[config.mk]
export PLATFORM = sky130hd
export DESIGN_NAME = fcmp_sched
export DESIGN_NICKNAME = d
export VERILOG_FILES = /design/src/rtl/fcmp_sched.sv
export SDC_FILE = /design/constraint.sdc
export NUM_CORES = 1
export LEC_CHECK = 0
export ABC_AREA = 1
export CORE_ASPECT_RATIO = 0.7
export CORE_MARGIN = 3
export CORE_UTILIZATION = 42
export DETAILED_ROUTE_END_ITERATION = 10
export PLACE_DENSITY = 0.88
export SLEW_MARGIN = 10
export SYNTH_ARGS = -nofsm -noshare
export SYNTH_HDL_FRONTEND = slang
export SYNTH_SLANG_ARGS = --single-unit
[constraint.sdc]
create_clock -name clk -period 4.6 [get_ports clk]
set_input_delay 0.92 -clock clk [delete_from_list [all_inputs] [get_ports clk]]
set_output_delay 0.92 -clock clk [all_outputs]
set_load 0.005 [all_outputs]
[src/rtl/fcmp_sched.sv]
// Round-robin scheduler sharing one IEEE-754 single compare (feq/flt/fle) among NREQ requesters.
// Optional macro FCMP_SCHED_STICKY_NV_EN adds a sticky invalid (NaN) flag with nv_clr/nv_sticky.
module fcmp_sched #(
  parameter int NREQ = 2
) (
  input  logic              clk,
  input  logic              rst,
  input  logic [NREQ-1:0]   req_valid,
  output logic [NREQ-1:0]   req_ready,
  input  logic [2*NREQ-1:0] req_op,
  input  logic [32*NREQ-1:0] req_x1,
  input  logic [32*NREQ-1:0] req_x2,
  output logic [NREQ-1:0]   rsp_valid,
  input  logic [NREQ-1:0]   rsp_ready,
  output logic              rsp_y,
  output logic              rsp_nan
`ifdef FCMP_SCHED_STICKY_NV_EN
  ,
  input  logic              nv_clr,
  output logic              nv_sticky
`endif
);

  localparam int IDXW = $clog2(NREQ);

  typedef enum logic {
    S_IDLE,
    S_HOLD
  } state_t;

  state_t          r_state;
  state_t          w_state_nxt;
  logic [IDXW-1:0] r_owner;
  logic [IDXW-1:0] r_last_grant;
  logic [IDXW-1:0] w_grant_idx;
  logic [IDXW-1:0] w_cand;
  logic            w_grant_any;
  logic            w_rsp_xfer;
  logic            w_can_grant;
  logic            w_accept;
  logic [1:0]      w_sel_op;
  logic [31:0]     w_sel_x1;
  logic [31:0]     w_sel_x2;
  logic [1:0]      w_cmp;
  logic            r_y;
  logic            r_nan;

  function automatic logic is_nan(input logic [31:0] x);
    return (x[30:23] == 8'hFF) && (x[22:0] != 23'd0);
  endfunction

  // Sign-magnitude ordering; both zeros are treated as equal regardless of sign.
  function automatic logic f_lt(input logic [31:0] a, input logic [31:0] b);
    logic both_zero;
    logic lt;
    both_zero = (a[30:0] == 31'd0) && (b[30:0] == 31'd0);
    if (both_zero)
      lt = 1'b0;
    else if (a[31] != b[31])
      lt = a[31];
    else if (!a[31])
      lt = a[30:0] < b[30:0];
    else
      lt = a[30:0] > b[30:0];
    return lt;
  endfunction

  function automatic logic f_eq(input logic [31:0] a, input logic [31:0] b);
    return (a == b) || ((a[30:0] == 31'd0) && (b[30:0] == 31'd0));
  endfunction

  // Returns {y, nan}.
  function automatic logic [1:0] f_cmp(input logic [1:0] op, input logic [31:0] a,
                                       input logic [31:0] b);
    logic nan;
    logic y;
    nan = is_nan(a) || is_nan(b);
    case (op)
      2'b00:   y = f_eq(a, b);
      2'b01:   y = f_lt(a, b);
      2'b10:   y = f_lt(a, b) || f_eq(a, b);
      default: y = 1'b0;
    endcase
    return {y & ~nan, nan};
  endfunction

  // Round-robin search: walk from the farthest candidate to the nearest so the nearest wins.
  always_comb begin
    w_grant_any = 1'b0;
    w_grant_idx = '0;
    w_cand      = '0;
    for (int k = NREQ; k >= 1; k--) begin
      w_cand = IDXW'((int'(r_last_grant) + k) % NREQ);
      if (req_valid[w_cand]) begin
        w_grant_any = 1'b1;
        w_grant_idx = w_cand;
      end
    end
  end

  assign w_rsp_xfer  = (r_state == S_HOLD) && rsp_ready[r_owner];
  assign w_can_grant = (r_state == S_IDLE) || w_rsp_xfer;
  assign w_accept    = w_can_grant && w_grant_any && !rst;

  always_comb begin
    req_ready = '0;
    if (w_accept)
      req_ready[w_grant_idx] = 1'b1;
  end

  always_comb begin
    rsp_valid = '0;
    if (r_state == S_HOLD)
      rsp_valid[r_owner] = 1'b1;
  end

  always_comb begin
    w_sel_op = 2'b00;
    w_sel_x1 = 32'd0;
    w_sel_x2 = 32'd0;
    for (int i = 0; i < NREQ; i++) begin
      if (w_grant_idx == IDXW'(i)) begin
        w_sel_op = req_op[2*i +: 2];
        w_sel_x1 = req_x1[32*i +: 32];
        w_sel_x2 = req_x2[32*i +: 32];
      end
    end
  end

  assign w_cmp = f_cmp(w_sel_op, w_sel_x1, w_sel_x2);

  always_comb begin
    w_state_nxt = r_state;
    case (r_state)
      S_IDLE: begin
        if (w_accept)
          w_state_nxt = S_HOLD;
      end
      S_HOLD: begin
        if (w_rsp_xfer)
          w_state_nxt = w_accept ? S_HOLD : S_IDLE;
      end
      default: w_state_nxt = S_IDLE;
    endcase
  end

  // Result register stage: one held result, refilled in the same cycle it drains.
  always_ff @(posedge clk or posedge rst) begin
    if (rst) begin
      r_state      <= S_IDLE;
      r_owner      <= '0;
      r_last_grant <= IDXW'(NREQ - 1);
      r_y          <= 1'b0;
      r_nan        <= 1'b0;
    end else begin
      r_state <= w_state_nxt;
      if (w_accept) begin
        r_owner      <= w_grant_idx;
        r_last_grant <= w_grant_idx;
        r_y          <= w_cmp[1];
        r_nan        <= w_cmp[0];
      end
    end
  end

  assign rsp_y   = r_y;
  assign rsp_nan = r_nan;

`ifdef FCMP_SCHED_STICKY_NV_EN
  logic r_nv_sticky;

  always_ff @(posedge clk or posedge rst) begin
    if (rst)
      r_nv_sticky <= 1'b0;
    else if (w_rsp_xfer && r_nan)
      r_nv_sticky <= 1'b1;
    else if (nv_clr)
      r_nv_sticky <= 1'b0;
  end

  assign nv_sticky = r_nv_sticky;
`endif

endmodule

Yosys cells after proc, flatten, opt, wreduce, memory -nomap -nowiden
Index checks and enable logic that the tools add are counted.
{"block": "totals", "regBits": 5, "inputBits": 138, "output_inout_bits": 6, "wordCells": 69}
{"block": "classes", "add_sub_neg": 2, "magnitude_cmp": 8, "eq_ne": 6, "muxes": 27, "bitwise": 3, "reduce_logical": 18}
{"op": "32-bit 2-to-1 mux", "n": 2}
{"op": "31-bit zero test", "n": 2}
{"op": "23-bit nonzero test", "n": 2}
{"op": "32-bit equality test", "n": 1}
{"op": "31-bit greater-than comparator", "n": 1}
{"op": "31-bit < comparator", "n": 1}
{"op": "1-bit 2-to-1 mux", "n": 18}
{"op": "8-bit equality test, second input constant", "n": 2}
{"op": "1-bit logical AND", "n": 8}
{"op": "1-bit by 2-bit < comparator with 1-bit output, second input constant", "n": 4}
{"op": "2-bit 2-to-1 mux", "n": 3}
{"op": "1-bit logical OR", "n": 4}
{"op": "1-bit case mux with 3 select lines", "n": 1}
{"op": "1-bit adder, second input constant", "n": 2}
{"op": "1-bit demux with 1-bit select", "n": 2}
{"op": "2-bit by 1-bit equality test with 1-bit output, second input constant", "n": 1}
{"op": "2-bit equality test, second input constant", "n": 1}
{"op": "1-bit greater-or-equal comparator, second input constant", "n": 2}
{"op": "2-bit zero test", "n": 1}
{"op": "1-bit inverter", "n": 2}
{"op": "1-bit case mux with 2 select lines", "n": 1}
{"op": "1-bit bitwise AND", "n": 1}
{"op": "1-bit zero test", "n": 1}
{"op": "1-bit inequality test", "n": 1}

Depth between registers and ports, before layout
Gate-level depths: netlist (run 1).
{"block": "depth", "ltp_word": 14, "depth_mapped": 23}

Worst setup path after synthesis (run 1)
Ideal clock, no wire load.
{"block": "synth_timing", "kind": "in2reg", "from": "in req_valid[1]", "to": "reg r_y (netlist: rsp_y)", "setup_time_ns": 0.116, "arrival_ns": 3.035, "setup_slack_ns": 1.449, "stages": 20, "n_path_buf": 3, "cell_sequence": "buf_4 nand2_4 buf_2 buf_2 o21ai_0 inv_1 ha_1 nand2_1 nor2_1 nand4_1 nor4_1 nand2_1 nor2_1 nand4_1 nand2_1 nand2_1 nand2_1 nand2_1 nand2_1 nand2_1"}
{"block": "synth_between", "elab_chain_cells": 13}
{"element": "start: declaration", "line_no": "8", "rtl": "input logic [NREQ-1:0] req_valid,"}
{"element": "1-bit 2-to-1 mux (implied by the code) (2 in a row)", "line_no": "94", "rtl": "if (req_valid[w_cand]) begin"}
{"element": "1-bit 2-to-1 mux (2 in a row)", "line_no": "94"}
{"element": "32-bit 2-to-1 mux", "line_no": "122", "rtl": "if (w_grant_idx == IDXW'(i)) begin"}
{"element": "31-bit < comparator or 31-bit greater-than comparator (tied branches)", "line_no": "62, 64"}
{"element": "1-bit 2-to-1 mux", "line_no": "61", "rtl": "else if (!a[31])"}
{"element": "1-bit 2-to-1 mux", "line_no": "59", "rtl": "else if (a[31] != b[31])"}
{"element": "1-bit 2-to-1 mux", "line_no": "57", "rtl": "if (both_zero)"}
{"element": "1-bit 2-to-1 mux", "line_no": "78", "rtl": "case (op)"}
{"element": "1-bit logical OR", "line_no": "81", "rtl": "2'b10: y = f_lt(a, b) || f_eq(a, b);"}
{"element": "1-bit case mux with 3 select lines", "line_no": "78"}
{"element": "1-bit bitwise AND", "line_no": "84", "rtl": "return {y & ~nan, nan};"}
{"element": "end signal: assignment", "line_no": "160", "rtl": "r_y <= w_cmp[1];"}
{"element": "end: declaration", "line_no": "45", "rtl": "logic r_y;"}
Parallel ways exist; a longest one is shown, timed or not. The select of a mux whose other input is x is not followed.
A chain may end at the register's enable or synchronous reset.

Final worst setup path (run 1)
{"block": "layout_timing", "from": "in req_valid[0]", "to": "reg r_y (netlist: rsp_y)"}
Same word-level chain as after synthesis.

==> results of run 1 <==
sequential cells by signal, indices dropped and copies added, names as in the netlist:
signal / cells
r_owner: 1
r_last_grant: 1
r_state: 1
rsp_y: 1
rsp_nan: 1
cell type report:
type | instances | share of cell area (%)
multi-input combinational | 351 | 48.3
timing repair buffer | 147 | 37.9
sequential | 5 | 3.27
inverter | 73 | 7.10
clock buffer | 4 | 1.17
tap | 72 | 2.33
cells by family (layout without fill, tap and decap cells):
group                    after synthesis  count (layout)  share of synthesized area, %
AO/OA/AOI/OAI                         54              54                          13.0
XOR/XNOR                               2               2                         0.739
adder cells (fa/ha/maj)               24              24                          12.7
buffers and inverters                 88             224                          16.1
flip-flops                             5               5                          5.33
multiplexers                          14              14                          5.91
AND/OR/NAND/NOR                      257             257                          46.3
per-layer routing:
| layer | vias to the layer above | track usage [%] | share of wire [%] | wire length (um) |
|---|---|---|---|---|
| met5 | - | 0 | 0 | 0 |
| met4 | 0 | 2.13 | 0.50 | 40 |
| met3 | 8 | 3.80 | 9.0 | 713 |
| met2 | 126 | 40.6 | 44 | 3510 |
| met1 | 1350 | 29.8 | 46 | 3680 |
| li1 | 1684 | - | - | - |
power groups by stage:
stage | logic, mW | clock network [mW] | registers [mW]
after floorplan | 0.399 | 0 | 0.0759
after global placement | 0.609 | 0 | 0.0758
after detailed placement | 0.624 | 0 | 0.0761
after CTS | 0.628 | 0.0807 | 0.0758
after global routing | 0.712 | 0.0854 | 0.0795
final | 0.631 | 0.0805 | 0.0756
worst min-delay path by stage:
stage / start / endpoint / slack (ns) / cells after the start
after floorplan: rsp_y / rsp_y / 0.47 / 2
after global placement: rsp_y / rsp_y / 0.47 / 2
after detailed placement: rsp_y / rsp_y / 0.47 / 2
after CTS: rsp_y / rsp_y / 0.48 / 2
after global routing: rsp_y / rsp_y / 0.53 / 2
final: rsp_y / rsp_y / 0.48 / 2
critical path, stage by stage:
cell             delay [ns]
clkdlybuf4s50_1        0.50
nand2_2                0.21
nand2_4                0.28
buf_4                  0.43
or2_1                  0.16
o21ai_0                0.13
ha_1                   0.31
nand2_1                0.06
inv_1                  0.05
nand3_1                0.10
nor4_1                 0.30
nand2_1                0.08
nor2_1                 0.09
nand4_1                0.14
nand2_1                0.11
nand2_1                0.05
nand2_1                0.06
nand2_1                0.04
nand2_1                0.05
nand2_1                0.04
through the flow:
step	utilization [%]	area (sq um)	hold WS, ns	setup slack, ns	std cells
2_1_floorplan	-	2370	0.472	1.45	444
3_3_place_gp	71.4	3810	0.470	0.534	648
3_5_place_dp	71.4	3810	0.466	0.401	648
4_1_cts	72.3	3860	0.478	0.618	652
5_1_grt	72.3	3860	0.528	0.263	652
6_report	72.3	3860	0.479	0.599	652
cell usage in the layout (no fill, tap or decap), types with 3 or more instances in the layout:
cell,count
mux2i_1,14
nand4_1,11
dfrtp_1,4
o21ai_0,23
or2_1,7
inv_1,72
nor3_1,4
nor4_1,5
nand2_1,154
nand3b_1,6
clkdlybuf4s50_1,143
o21a_1,6
nand3_1,24
clkbuf_8,3
buf_4,4
o21ai_1,4
nor2_1,41
a21oi_1,13
ha_1,24
==> reports/results.ini, run 1 <==
[setup_path]
crit_start=req_valid[0]
crit_path_end_kind=flip-flop
timing.critical_path.to=rsp_y
start_kind=primary input
crit_required_ns=4.71
r2r_end=rsp_y
crit_fanout=46
critPathArrivalTime_ns=4.11
reg2reg_depth=19
crit_type=in2reg
timing.rr.start=r_last_grant
r2r_slack_ns=1.28

[floorplan]
start_util_pct=44.4
core_region_area_sq_um=5340
die_h_um=68.9
die_w_um=95.8
io_pins=144
die_area_sq_um=6600
std_cell_rows=22

[clock_network]
clk_latency_ns=0.22
cts.sinks=5
post-cts-setup-buffers=0
cts.clk_slew.worst_paths_ns=0.03
hold_buffers=0
clockBufferDepth=2
cts_resized=0
cts_tree=yes
htreeDepth=1
clock-root-buffer=clkbuf_8
cts_made_buffers=3

[pwr]
clockPowerShare_pct=10.2
power_mw=0.787
powerDensity_nw_per_um2=204
p_int_mw=0.422
sequentialPowerShare_pct=9.6
power.share.switching_pct=46.4
power.leakage_nw=1.98
p_comb_share_pct=80.2
ir_worst_vdd_mv=0.107
p_switching_mw=0.365

[finish]
multi_input_area_sq_um=1860
nNetsFinal=743
n_antenna_cell=0
register_area_sq_um=126
area_growth_pct=62.7
nFillCells=471
drive_gt1_share_pct=2.24

[drt]
drc=0
via_per_inst=4.86
ant_nets=0
first_pass_iters=5
wl_per_cell_um=12.2
wl_um=7940
drt_iter0_markers=107
num_vias=3168

[placement]
dp_hpwl_um=6890
gp_congestion=0.958
io_buffers=143

[timing]
period_needed_ns=4.00
setup_viol=0
min_period_over_period_pct=87.0
fin_skew_ns=0.00266
hold_viol=0
fmaxAchievable_mhz=250
rsz0062_at_grt=no
fin_setup_tns_ns=0
slew_violations=0
slew-limit-headroom_pct=70.7
max_slew.worst_pin.slew_ns=0.436

[synth]
yosysMostFrequentCell=nand2_1
synth_fp_nets=606
synth-async-reset-ratio_pct=100
yosys-top-cells-count=nand2_1, inv_1, nor2_1, ha_1, nand3_1
synthCells=444
synth_edf_count=0
synth_top_cell_area_share_pct=24.4
yosysTopAreaCell=nand2_1
yosysSeqAreaShare_pct=5.33
synth_seq_cells=5
synth_cell_types=32
yosys_warnings=0
synth_area_sq_um=2370
avgSynthCellArea_sq_um=5.34
ys.flop_type=dfrtp_1
synth.area.top_cells=nand2_1, ha_1, inv_1

[min_path]
hp-class=reg2reg

[grt]
grt_max_degree=47
grt_pass1_vias=2897
grt.total_usage_pct=22.7
antenna_found_initial=0
grt_pass1_wl_um=12200
grt_overflow_total=0

[status]
outcome=finished, final reports clean

[run]
drv_cap=0

No activity file was read; power rests on OpenSTA's default activity.
==> inputs of run 2 (changes only) <==
Settings changed: SKIP_LAST_GASP set to 1.
==> results of run 2 <==
The final DEF is identical to that of run 1; final timing and power are the same.
==> inputs of run 3 (changes only) <==
Settings changed: SLEW_MARGIN 10 to 20.
==> results of run 3 <==
The final DEF is identical to that of run 1; final timing and power are the same.
==> RTL change (settings of run 3) <==
Set the parameter `NREQ` to 4 (it was 2).
--- a/src/rtl/fcmp_sched.sv
+++ b/src/rtl/fcmp_sched.sv
@@ -2,5 +2,5 @@
 // Optional macro FCMP_SCHED_STICKY_NV_EN adds a sticky invalid (NaN) flag with nv_clr/nv_sticky.
 module fcmp_sched #(
-  parameter int NREQ = 2
+  parameter int NREQ = 4
 ) (
   input  logic              clk,
Ports: changed (7 resized); port bits go from 144 to 284. No check against the original RTL was run, so the function may have changed too.
==> RTL change against run 3 <==
The run now ends with negative setup slack left; routed wire length grew to 2.7 times the old value; synthesized cell count is 77% higher; sequential cell count is 2 higher; hold slack better by 0.016 ns; area after synthesis is 68% higher; count of clock-buffer cells in the layout is 1 lower; worst setup slack worse by 0.60 ns; cell area is 97% higher; non-clock buffer count is 183 higher; critical path type unchanged; critical endpoint unchanged.
Power is not shown: default switching activity piles up to over one toggle a cycle in this logic, so the estimate is an artifact.
==> RTL change: results (changes against run 3) <==
[status]
outcome=finished, violations left
violations=negative setup slack

[final_layout]
regArea_um2=178  ; +41%
buffer_area_frac=0.451  ; +0.0723
stdcell_count=1209  ; +85%
n_fill_cell=657  ; +39%
n_all_inverters=104  ; +42%

[timing]
fin_ws_ns=-0.00428  ; -0.603 ns
final.setup.tns_ns=-0.00428  ; -0.00428 ns
setup_viol_count_final=1  ; +1

[detailed_routing]
wl_met1_mm=8.34  ; +130%
wl_per_cell_um=17.6  ; +45%
drtIter0Drc=581  ; +440%
via_count=6665  ; +110%

[logic_synthesis]
synth_fp_nets=1091  ; +80%
synthMuxAreaShare=0  ; -0.0591
synth_xor_area_frac=0.00220  ; -0.00518
synth_area_leaders=nand2_1 27%, nand3_1 16%, ha_1 9.8%
synth_commonest_cells=288 x nand2_1, 124 x nand3_1, 96 x inv_1, 75 x nor2_1, 47 x nand4_1
seq_area_frac_synth=0.0447  ; -0.00859
avgSynthCellArea_um2=5.06  ; -5.3%

[global_routing]
met1_usage=0.426  ; +0.128
grt_pass1_vias=5687  ; +96%

[worst_setup_path]
reg2reg_depth=27  ; +8
arrival_ns=4.72  ; +0.61 ns
max_stage_delay_ns=0.47  ; -0.03 ns

[placed_design]
place_congestion=1.03  ; +8.0%
dp_hpwl_mm=16.2  ; +130%
portBuffers=283  ; +98%

[clock_tree]
clockRootBuffer=clkbuf_16

## RTL change: through the flow
stage | cell area [µm²] | utilization | hold slack, ns | setup WS, ns
2_1_floorplan | 3980 | - | 0.472 | 0.871
3_3_place_gp | 7000 | 0.765 | 0.483 | 0.0568
3_5_place_dp | 7000 | 0.765 | 0.478 | -0.102
4_1_cts | 7080 | 0.774 | 0.491 | 0.122
5_1_grt | 7600 | 0.831 | 0.522 | -0.207
6_report | 7600 | 0.831 | 0.495 | -0.00428
## RTL change: worst reg2reg max path, cell delays in order (launching register included)
cell and delay [ns]:
dfstp_2 0.61, inv_2 0.13, nand2_1 0.09, nand2_1 0.11, nand2_4 0.15, nand2_4 0.08, nor2_4 0.11, nand2_1 0.15
inv_2 0.15, nor2_8 0.07, nor2_8 0.24, buf_6 0.15, clkbuf_16 0.17, nand2_1 0.06, nand4_1 0.17, ha_1 0.30
a21oi_1 0.23, nor2_1 0.09, nor2_1 0.09, nand3_1 0.14, a221oi_2 0.33, a21oi_1 0.11, nor2_1 0.11, nor2_1 0.05
nand2_1 0.06, nand2_1 0.05, nand2_1 0.05, nand2_1 0.05
## RTL change: how the worst min path moves through the flow
stage / startpoint / endpoint / depth (start not counted)
3_5_place_dp: rsp_y$_DFFE_PP0P_ / rsp_y$_DFFE_PP0P_ / 2
5_1_grt: rsp_y$_DFFE_PP0P_ / rsp_y$_DFFE_PP0P_ / 2
2_1_floorplan: rsp_y$_DFFE_PP0P_ / rsp_y$_DFFE_PP0P_ / 2
3_3_place_gp: rsp_y$_DFFE_PP0P_ / rsp_y$_DFFE_PP0P_ / 2
6_report: rsp_y$_DFFE_PP0P_ / rsp_y$_DFFE_PP0P_ / 2
4_1_cts: rsp_y$_DFFE_PP0P_ / rsp_y$_DFFE_PP0P_ / 2
